`config.mk`:
```
export PLATFORM = sky130hd
export DESIGN_NAME = mem_stage
export DESIGN_NICKNAME = d
export VERILOG_FILES = /design/src/rtl/mem_stage.sv
export SDC_FILE = /design/constraint.sdc
export NUM_CORES = 1
export LEC_CHECK = 0
export ABC_AREA = 1
export CAP_MARGIN = 20
export CORE_MARGIN = 2
export CORE_UTILIZATION = 40
export DETAILED_ROUTE_END_ITERATION = 8
export HOLD_SLACK_MARGIN = 0.08
export PLACE_DENSITY = 0.95
export SYNTH_ARGS = -nofsm -noshare
export SYNTH_HDL_FRONTEND = slang
export SYNTH_SLANG_ARGS = --single-unit
```
`constraint.sdc`:
```
create_clock -name clk -period 3 [get_ports clk]
set_input_delay 0.6 -clock clk [delete_from_list [all_inputs] [get_ports clk]]
set_output_delay 0.6 -clock clk [all_outputs]
set_load 0.05 [all_outputs]
```
`src/rtl/mem_stage.sv`:
```
// Memory-access stage of the RV32IM pipeline: data-memory handshake, store lane steering,
// load formatting and the MEM/WB register. Optional misalignment trap: MEM_MISALIGN_TRAP_EN.
module mem_stage #(
    parameter int ADDR_W = 32
) (
    input  logic              clk,
    input  logic              rst,
    input  logic [4:0]        rd_addr_mem,
    input  logic              wb_en_mem,
    input  logic [2:0]        is_load_mem,
    input  logic              is_store_mem,
    input  logic [1:0]        st_size_mem,
    input  logic [31:0]       alu_out_mem,
    input  logic [31:0]       st_data_mem,
    output logic              dm_req,
    output logic              dm_we,
    output logic [ADDR_W-1:0] dm_addr,
    output logic [3:0]        dm_wstrb,
    output logic [31:0]       dm_wdata,
    input  logic              dm_gnt,
    input  logic              dm_rvalid,
    input  logic [31:0]       dm_rdata,
    output logic              mem_stall,
    output logic [31:0]       fw_from_mem,
    output logic [4:0]        rd_addr_wb,
    output logic              wb_en_wb,
    output logic [31:0]       wb_data_wb
`ifdef MEM_MISALIGN_TRAP_EN
    ,
    output logic              misalign_err
`endif
);

    localparam logic [2:0] LD_LB  = 3'b001;
    localparam logic [2:0] LD_LH  = 3'b010;
    localparam logic [2:0] LD_LW  = 3'b011;
    localparam logic [2:0] LD_LBU = 3'b100;
    localparam logic [2:0] LD_LHU = 3'b101;

    typedef enum logic {IDLE, WAIT_R} state_t;

    state_t      state_q, state_d;
    logic        load_vld, store_op, load_op, mem_op, misalign, issue;
    logic [1:0]  off;

    function automatic logic [31:0] fmt_load(input logic [2:0] cls, input logic [1:0] o,
                                             input logic [31:0] w);
        logic signed [7:0]  b;
        logic signed [15:0] h;
        logic [31:0]        sh;
        sh = w >> {o, 3'b000};
        b  = sh[7:0];
        h  = o[1] ? w[31:16] : w[15:0];
        case (cls)
            LD_LB:   fmt_load = 32'(b);
            LD_LBU:  fmt_load = {24'd0, b};
            LD_LH:   fmt_load = 32'(h);
            LD_LHU:  fmt_load = {16'd0, h};
            default: fmt_load = w;
        endcase
    endfunction

    function automatic logic [3:0] st_strb(input logic [1:0] sz, input logic [1:0] o);
        case (sz)
            2'b00:   st_strb = 4'b0001 << o;
            2'b01:   st_strb = o[1] ? 4'b1100 : 4'b0011;
            default: st_strb = 4'b1111;
        endcase
    endfunction

    function automatic logic [31:0] st_lanes(input logic [1:0] sz, input logic [31:0] d);
        case (sz)
            2'b00:   st_lanes = {4{d[7:0]}};
            2'b01:   st_lanes = {2{d[15:0]}};
            default: st_lanes = d;
        endcase
    endfunction

    assign off      = alu_out_mem[1:0];
    assign load_vld = (is_load_mem != 3'b000) && (is_load_mem <= LD_LHU);
    assign store_op = is_store_mem;
    assign load_op  = load_vld && !is_store_mem;
    assign mem_op   = store_op || load_op;

`ifdef MEM_MISALIGN_TRAP_EN
    always_comb begin
        misalign = 1'b0;
        if (store_op)
            misalign = (st_size_mem == 2'b01) ? off[0] :
                       (st_size_mem == 2'b00) ? 1'b0 : (off != 2'b00);
        else if (load_op)
            misalign = (is_load_mem == LD_LH || is_load_mem == LD_LHU) ? off[0] :
                       (is_load_mem == LD_LW) ? (off != 2'b00) : 1'b0;
    end
`else
    assign misalign = 1'b0;
`endif

    assign issue       = mem_op && !misalign;
    assign dm_addr     = {alu_out_mem[ADDR_W-1:2], 2'b00};
    assign dm_wdata    = st_lanes(st_size_mem, st_data_mem);
    assign dm_we       = dm_req && store_op;
    assign dm_wstrb    = dm_we ? st_strb(st_size_mem, off) : 4'b0000;
    assign fw_from_mem = alu_out_mem;

    always_comb begin
        state_d   = state_q;
        dm_req    = 1'b0;
        mem_stall = 1'b0;
        if (!rst) begin
            case (state_q)
                IDLE: begin
                    dm_req = issue;
                    if (issue) begin
                        if (store_op) begin
                            mem_stall = !dm_gnt;
                        end else begin
                            mem_stall = 1'b1;
                            if (dm_gnt) state_d = WAIT_R;
                        end
                    end
                end
                WAIT_R: begin
                    mem_stall = !dm_rvalid;
                    if (dm_rvalid) state_d = IDLE;
                end
                default: state_d = IDLE;
            endcase
        end
    end

    always_ff @(posedge clk) begin
        if (rst) state_q <= IDLE;
        else     state_q <= state_d;
    end

    // MEM/WB boundary: stalled cycles insert bubbles, rd/data hold.
    always_ff @(posedge clk) begin
        if (rst) begin
            rd_addr_wb <= 5'd0;
            wb_en_wb   <= 1'b0;
            wb_data_wb <= 32'd0;
        end else if (mem_stall) begin
            wb_en_wb   <= 1'b0;
        end else if (state_q == WAIT_R) begin
            rd_addr_wb <= rd_addr_mem;
            wb_en_wb   <= wb_en_mem;
            wb_data_wb <= fmt_load(is_load_mem, off, dm_rdata);
        end else begin
            rd_addr_wb <= rd_addr_mem;
            wb_en_wb   <= wb_en_mem && !(mem_op && misalign);
            wb_data_wb <= alu_out_mem;
        end
    end

`ifdef MEM_MISALIGN_TRAP_EN
    always_ff @(posedge clk) begin
        if (rst) misalign_err <= 1'b0;
        else     misalign_err <= (state_q == IDLE) && mem_op && misalign;
    end
`endif

endmodule

```
# After elaboration in Yosys (flattened, before gate mapping)

Index checks and enable logic that the tools add are counted.

Flip-flop bits (word level): 39
Word-level logic and storage cells: 41
Input port bits: 112
Output and inout bits: 141

Order comparisons: 1
Shifts and indexed selects: 2
Muxes and demuxes: 18
Bitwise logic cells: 1
Reduce and logical (&&, ||, !) cells: 10
Eq/ne operators: 5

Operator list:

| cell                                                              | count |
|---|---|
| 32-bit one-hot mux with 4 select lines                            | 1 |
| 32-bit one-hot mux with 2 select lines                            | 1 |
| 32-bit 2-to-1 mux                                                 | 1 |
| 32-bit by 5-bit right shift with 8-bit output                     | 1 |
| 16-bit 2-to-1 mux                                                 | 1 |
| 1-bit 2-to-1 mux                                                  | 9 |
| 4-bit 2-to-1 mux                                                  | 2 |
| 4-bit one-hot mux with 2 select lines                             | 1 |
| 3-bit == test, second input constant                              | 2 |
| 1-bit one-hot mux with 2 select lines                             | 2 |
| 1-bit by 2-bit << shifter with 4-bit output, first input constant | 1 |
| 3-bit by 1-bit == test with 1-bit output, second input constant   | 1 |
| 3-bit by 2-bit == test with 1-bit output, second input constant   | 1 |
| 3-bit <= comparator, second input constant                        | 1 |
| 1-bit logical AND                                                 | 3 |
| 1-bit zero test                                                   | 3 |
| 3-bit nonzero test                                                | 1 |
| 2-bit by 1-bit == test with 1-bit output, second input constant   | 1 |
| 2-bit zero test                                                   | 1 |
| 2-bit OR reduction                                                | 1 |
| 1-bit logical OR                                                  | 1 |
| 1-bit inverter                                                    | 1 |

# Depth between registers and ports, before layout

Depth in word-level cells: 8
Mapped depth: 11
Depth with buffers taken out: 10

# Worst setup path before layout

No wires, ideal clock.

Kind: input port to output port
Start: in is_load_mem[1]
End: out dm_wstrb[0]
Stages on the path: 7
Path buffers: 0
Data required time: 2.400 ns
Arrival: 2.755 ns
Path slack: -0.355 ns
Path through: inv_1 o21ai_4 nand2_1 nand2_1 nor2_1 nand2_1 a21oi_1

Word-level cells in the longest chain between the ends: 8
Elaborated cells on any way between the ends: 9
Those cells by class: 1 x order compare; 3 x mux; 5 x reduce/logical

Ends and longest elaborated chain:

| element                                                          | line | source |
|---|---|---|
| from (decl)                                                      | 10   | `input logic [2:0] is_load_mem,` |
| 3-bit <= comparator / 3-bit nonzero test (equally long branches) | 80   | `assign load_vld = (is_load_mem != 3'b000) && (is_load_mem <= LD_LHU);` |
| 1-bit logical AND (*)                                            | 80   |  |
| 1-bit logical AND (*)                                            | 82   | `assign load_op = load_vld && !is_store_mem;` |
| 1-bit logical OR (*)                                             | 83   | `assign mem_op = store_op \|\| load_op;` |
| 1-bit 2-to-1 mux (*)                                             | 111  | `case (state_q)` |
| 1-bit 2-to-1 mux (*)                                             | 110  | `if (!rst) begin` |
| via dm_req                                                       | 15   | `output logic dm_req,` |
| 1-bit logical AND (*)                                            | 102  | `assign dm_we = dm_req && store_op;` |
| 4-bit 2-to-1 mux (*)                                             | 103  | `assign dm_wstrb = dm_we ? st_strb(st_size_mem, off) : 4'b0000;` |
| to (decl)                                                        | 18   | `output logic [3:0] dm_wstrb,` |

The timed path passes the listed nets; every way through them passes the cells marked *.

# Final worst setup path

Start: in is_load_mem[2]
End: out dm_wstrb[1]

Word-level cells in the longest chain between the ends: 8
Elaborated cells on any way between the ends: 9
Those cells by class: 1 x order compare; 3 x mux; 5 x reduce/logical

Ends and longest elaborated chain:

| element                                                          | line |
|---|---|
| 3-bit <= comparator / 3-bit nonzero test (equally long branches) | 80 |
| 1-bit logical AND (*)                                            | 80 |
| 1-bit logical AND (*)                                            | 82 |
| 1-bit logical OR (*)                                             | 83 |
| 1-bit 2-to-1 mux (*)                                             | 111 |
| 1-bit 2-to-1 mux (*)                                             | 110 |
| 1-bit logical AND (*)                                            | 102 |
| 4-bit 2-to-1 mux (*)                                             | 103 |

Mark *: on every way between the ends. The rest lies on a longest branch, timed or not.

==> qor.yml <==
min_period_over_period_pct: 92.5
synthFlopType: "dfxtp_1"
dr_total_vias: 4816
crit_type: "input pin to primary output"
ys_warn_count: 0
seqPwrFrac_pct: 24.3
synth_cells: 658
synth_seq_area_share_pct: 20.8
start_kind: "input pin"
rsz0062_at_grt: "false"
synth_edf_count: 0
die_area_um2: 10200
final_cell_mix: "nand2_1, clkdlybuf4s50_1, o21ai_0"
clock_path_buffers: 2
grtUsageTotal_pct: 27.7
multi_input_area_um2: 2110
p_int_uw: 1360
reg2reg_depth: 7
antenna_found_initial: 0
clock_sinks: 39
drv_slew: 0
synth-seq-cells: 39
min_to: "rd_addr_wb[2]"
root_buffer: "clkbuf_8"
die_h_um: 101
timing.setup.tns_ns: 0
hold_violations: 0
crit_fanout: 10
clock_skew_ns: 0.00753
ff_latch_area_um2: 781
postRouteAntennaNets: 0
fmax_mhz: 360
power.total_uw: 2470
crit_arrival_ns: 2.18
grtUsageMet1_pct: 31.4
grt_overflow: 0
busiest_layer: "met2"
tritoncts: "done"
place_congestion: 0.983
coreArea_um2: 9200
die_w_um: 101
first_pass_iters: 5
io_buffers: 250
area_growth_syn_to_layout_pct: 67.5
final_core_util_pct: 68.5
cts_hold_buf: 0
synth_cell_types: 28
grt_pass1_vias: 4505
netSwitchingFraction_pct: 44.9
r2r-end: "rd_addr_wb[0]"
remaining_drc_errors: 0
setup_viol: 0
power.density_nw_per_um2: 392
cap_viol_max_count: 0
hold_depth: 2
period_needed_ns: 2.78
numCtsBuffers: 5
hpwlAfterDp_mm: 11.8
clk_latency_ns: 0.30
rr_startpoint: "state_q"
met2_usage_pct: 49.4
hp-class: "register to register"
avgSynthCellArea_um2: 5.71
combPwrFrac_pct: 56.9
layout_commonest_cell: "nand2_1"
path_clk_slew_ns: 0.09
num_rows: 35
io_pins: 253
grt_pass1_wl_mm: 22.5
vias_per_cell: 5.12
relSlewSlack_pct: 62.8
routed_wl_mm: 14.6
layout.nets: 941
grt_max_degree: 51
crit_required_ns: 2.40
nFillCells: 738
drt_iter0_drc: 443
end_kind: "primary output"
outcome: "complete, no violations"
regToRegSetupSlack_ns: 1.24
async_flop_share_pct: 0
start_util_pct: 40.9
tightestPinTransition_ns: 0.556
synth_area_um2: 3760
htree_levels: 2
post_drt_wl_per_cell_um: 15.5
vdd_drop_max_v: 0.000203
min_from: "rd_addr_wb[2]"
pwr-share-clk_pct: 18.8
power_leakage_uw: 0.00287
met3_usage_pct: 8.95
drive_above_1_share_pct: 9.52
p_switching_uw: 1110
antenna_cells: 0
==> logic make-up after synthesis <==
family / share of synthesized area [%]
simple gates: 35.3
compound gates: 19.9
buf+inv: 23.9
other cells: 0.0997
flops: 20.8
==> power groups by stage <==
stage	clock network, uW	logic, uW	registers, uW
finish	464	1410	600
global placement	0	1380	609
detailed placement	0	1400	612
floorplan	0	677	793
global route	493	1480	607
CTS	467	1400	600
==> synth_stat cells, types with 8 or more instances <==
cell type / n / share of area, %
buf_2: 8 / 1.1
inv_1: 47 / 4.7
clkbuf_1: 19 / 1.9
o21ai_0: 61 / 8.1
o21ai_1: 14 / 1.9
nand2_1: 239 / 24
dfxtp_1: 39 / 21
a21oi_1: 22 / 2.9
nor2_1: 61 / 6.1
o2111ai_1: 16 / 3.7
nand3_1: 21 / 2.8
buf_4: 74 / 15
==> worst max-delay path by stage <==
stage               cells past startpoint  slack, ns           start            to
finish                                  8       0.22  is_load_mem[2]   dm_wstrb[1]
global route                            8       0.07  is_load_mem[2]   dm_wstrb[3]
CTS                                     8       0.08  is_load_mem[2]   dm_wstrb[1]
detailed placement                      8       0.08  is_load_mem[2]   dm_wstrb[1]
global placement                        8       0.14  is_load_mem[2]   dm_wstrb[0]
floorplan                               4       0.12  st_size_mem[1]  dm_wdata[10]
==> layer usage <==
metal / vias up / part of all wire (%)
met4: 0 / 2.4
met1: 2133 / 37
met2: 281 / 50
li1: 2370 / -
met3: 32 / 11
met5: - / 0
==> repair_timing <==
action	in CTS	in global routing
setup endpoints to repair	0	5
setup buffers	0	0
resized for setup	0	2
==> cell type report <==
type	count	area share [%]
tap	111	2.21
timing repair buffer	268	46.9
multi-input combinational	461	33.5
clock inverter	3	0.695
sequential	39	12.4
inverter	54	3.22
clock buffer	5	1.09
==> sequential cells by signal (all words and copies together) (netlist names) <==
name and count:
state_q 1, wb_data_wb 32, wb_en_wb 1, rd_addr_wb 5
==> through the flow <==
| stage | instances | hold slack [ns] | instance area (um2) | setup slack [ns] |
|---|---|---|---|---|
| 2_1_floorplan | 659 | 0.667 | 3780 | 0.123 |
| 3_3_place_gp | 933 | 0.431 | 6180 | 0.140 |
| 3_5_place_dp | 933 | 0.437 | 6180 | 0.0820 |
| 4_1_cts | 941 | 0.455 | 6290 | 0.0786 |
| 5_1_grt | 941 | 0.480 | 6300 | 0.0746 |
| 6_report | 941 | 0.453 | 6300 | 0.225 |
==> critical path: stages <==
cell and delay [ns]:
clkdlybuf4s50_1 0.58, o21ai_4 0.14, nand2_1 0.11, nand2_1 0.08
nor2_4 0.15, nand2_2 0.15, a21oi_2 0.20, buf_12 0.16
(Power assumes the default switching activity.)
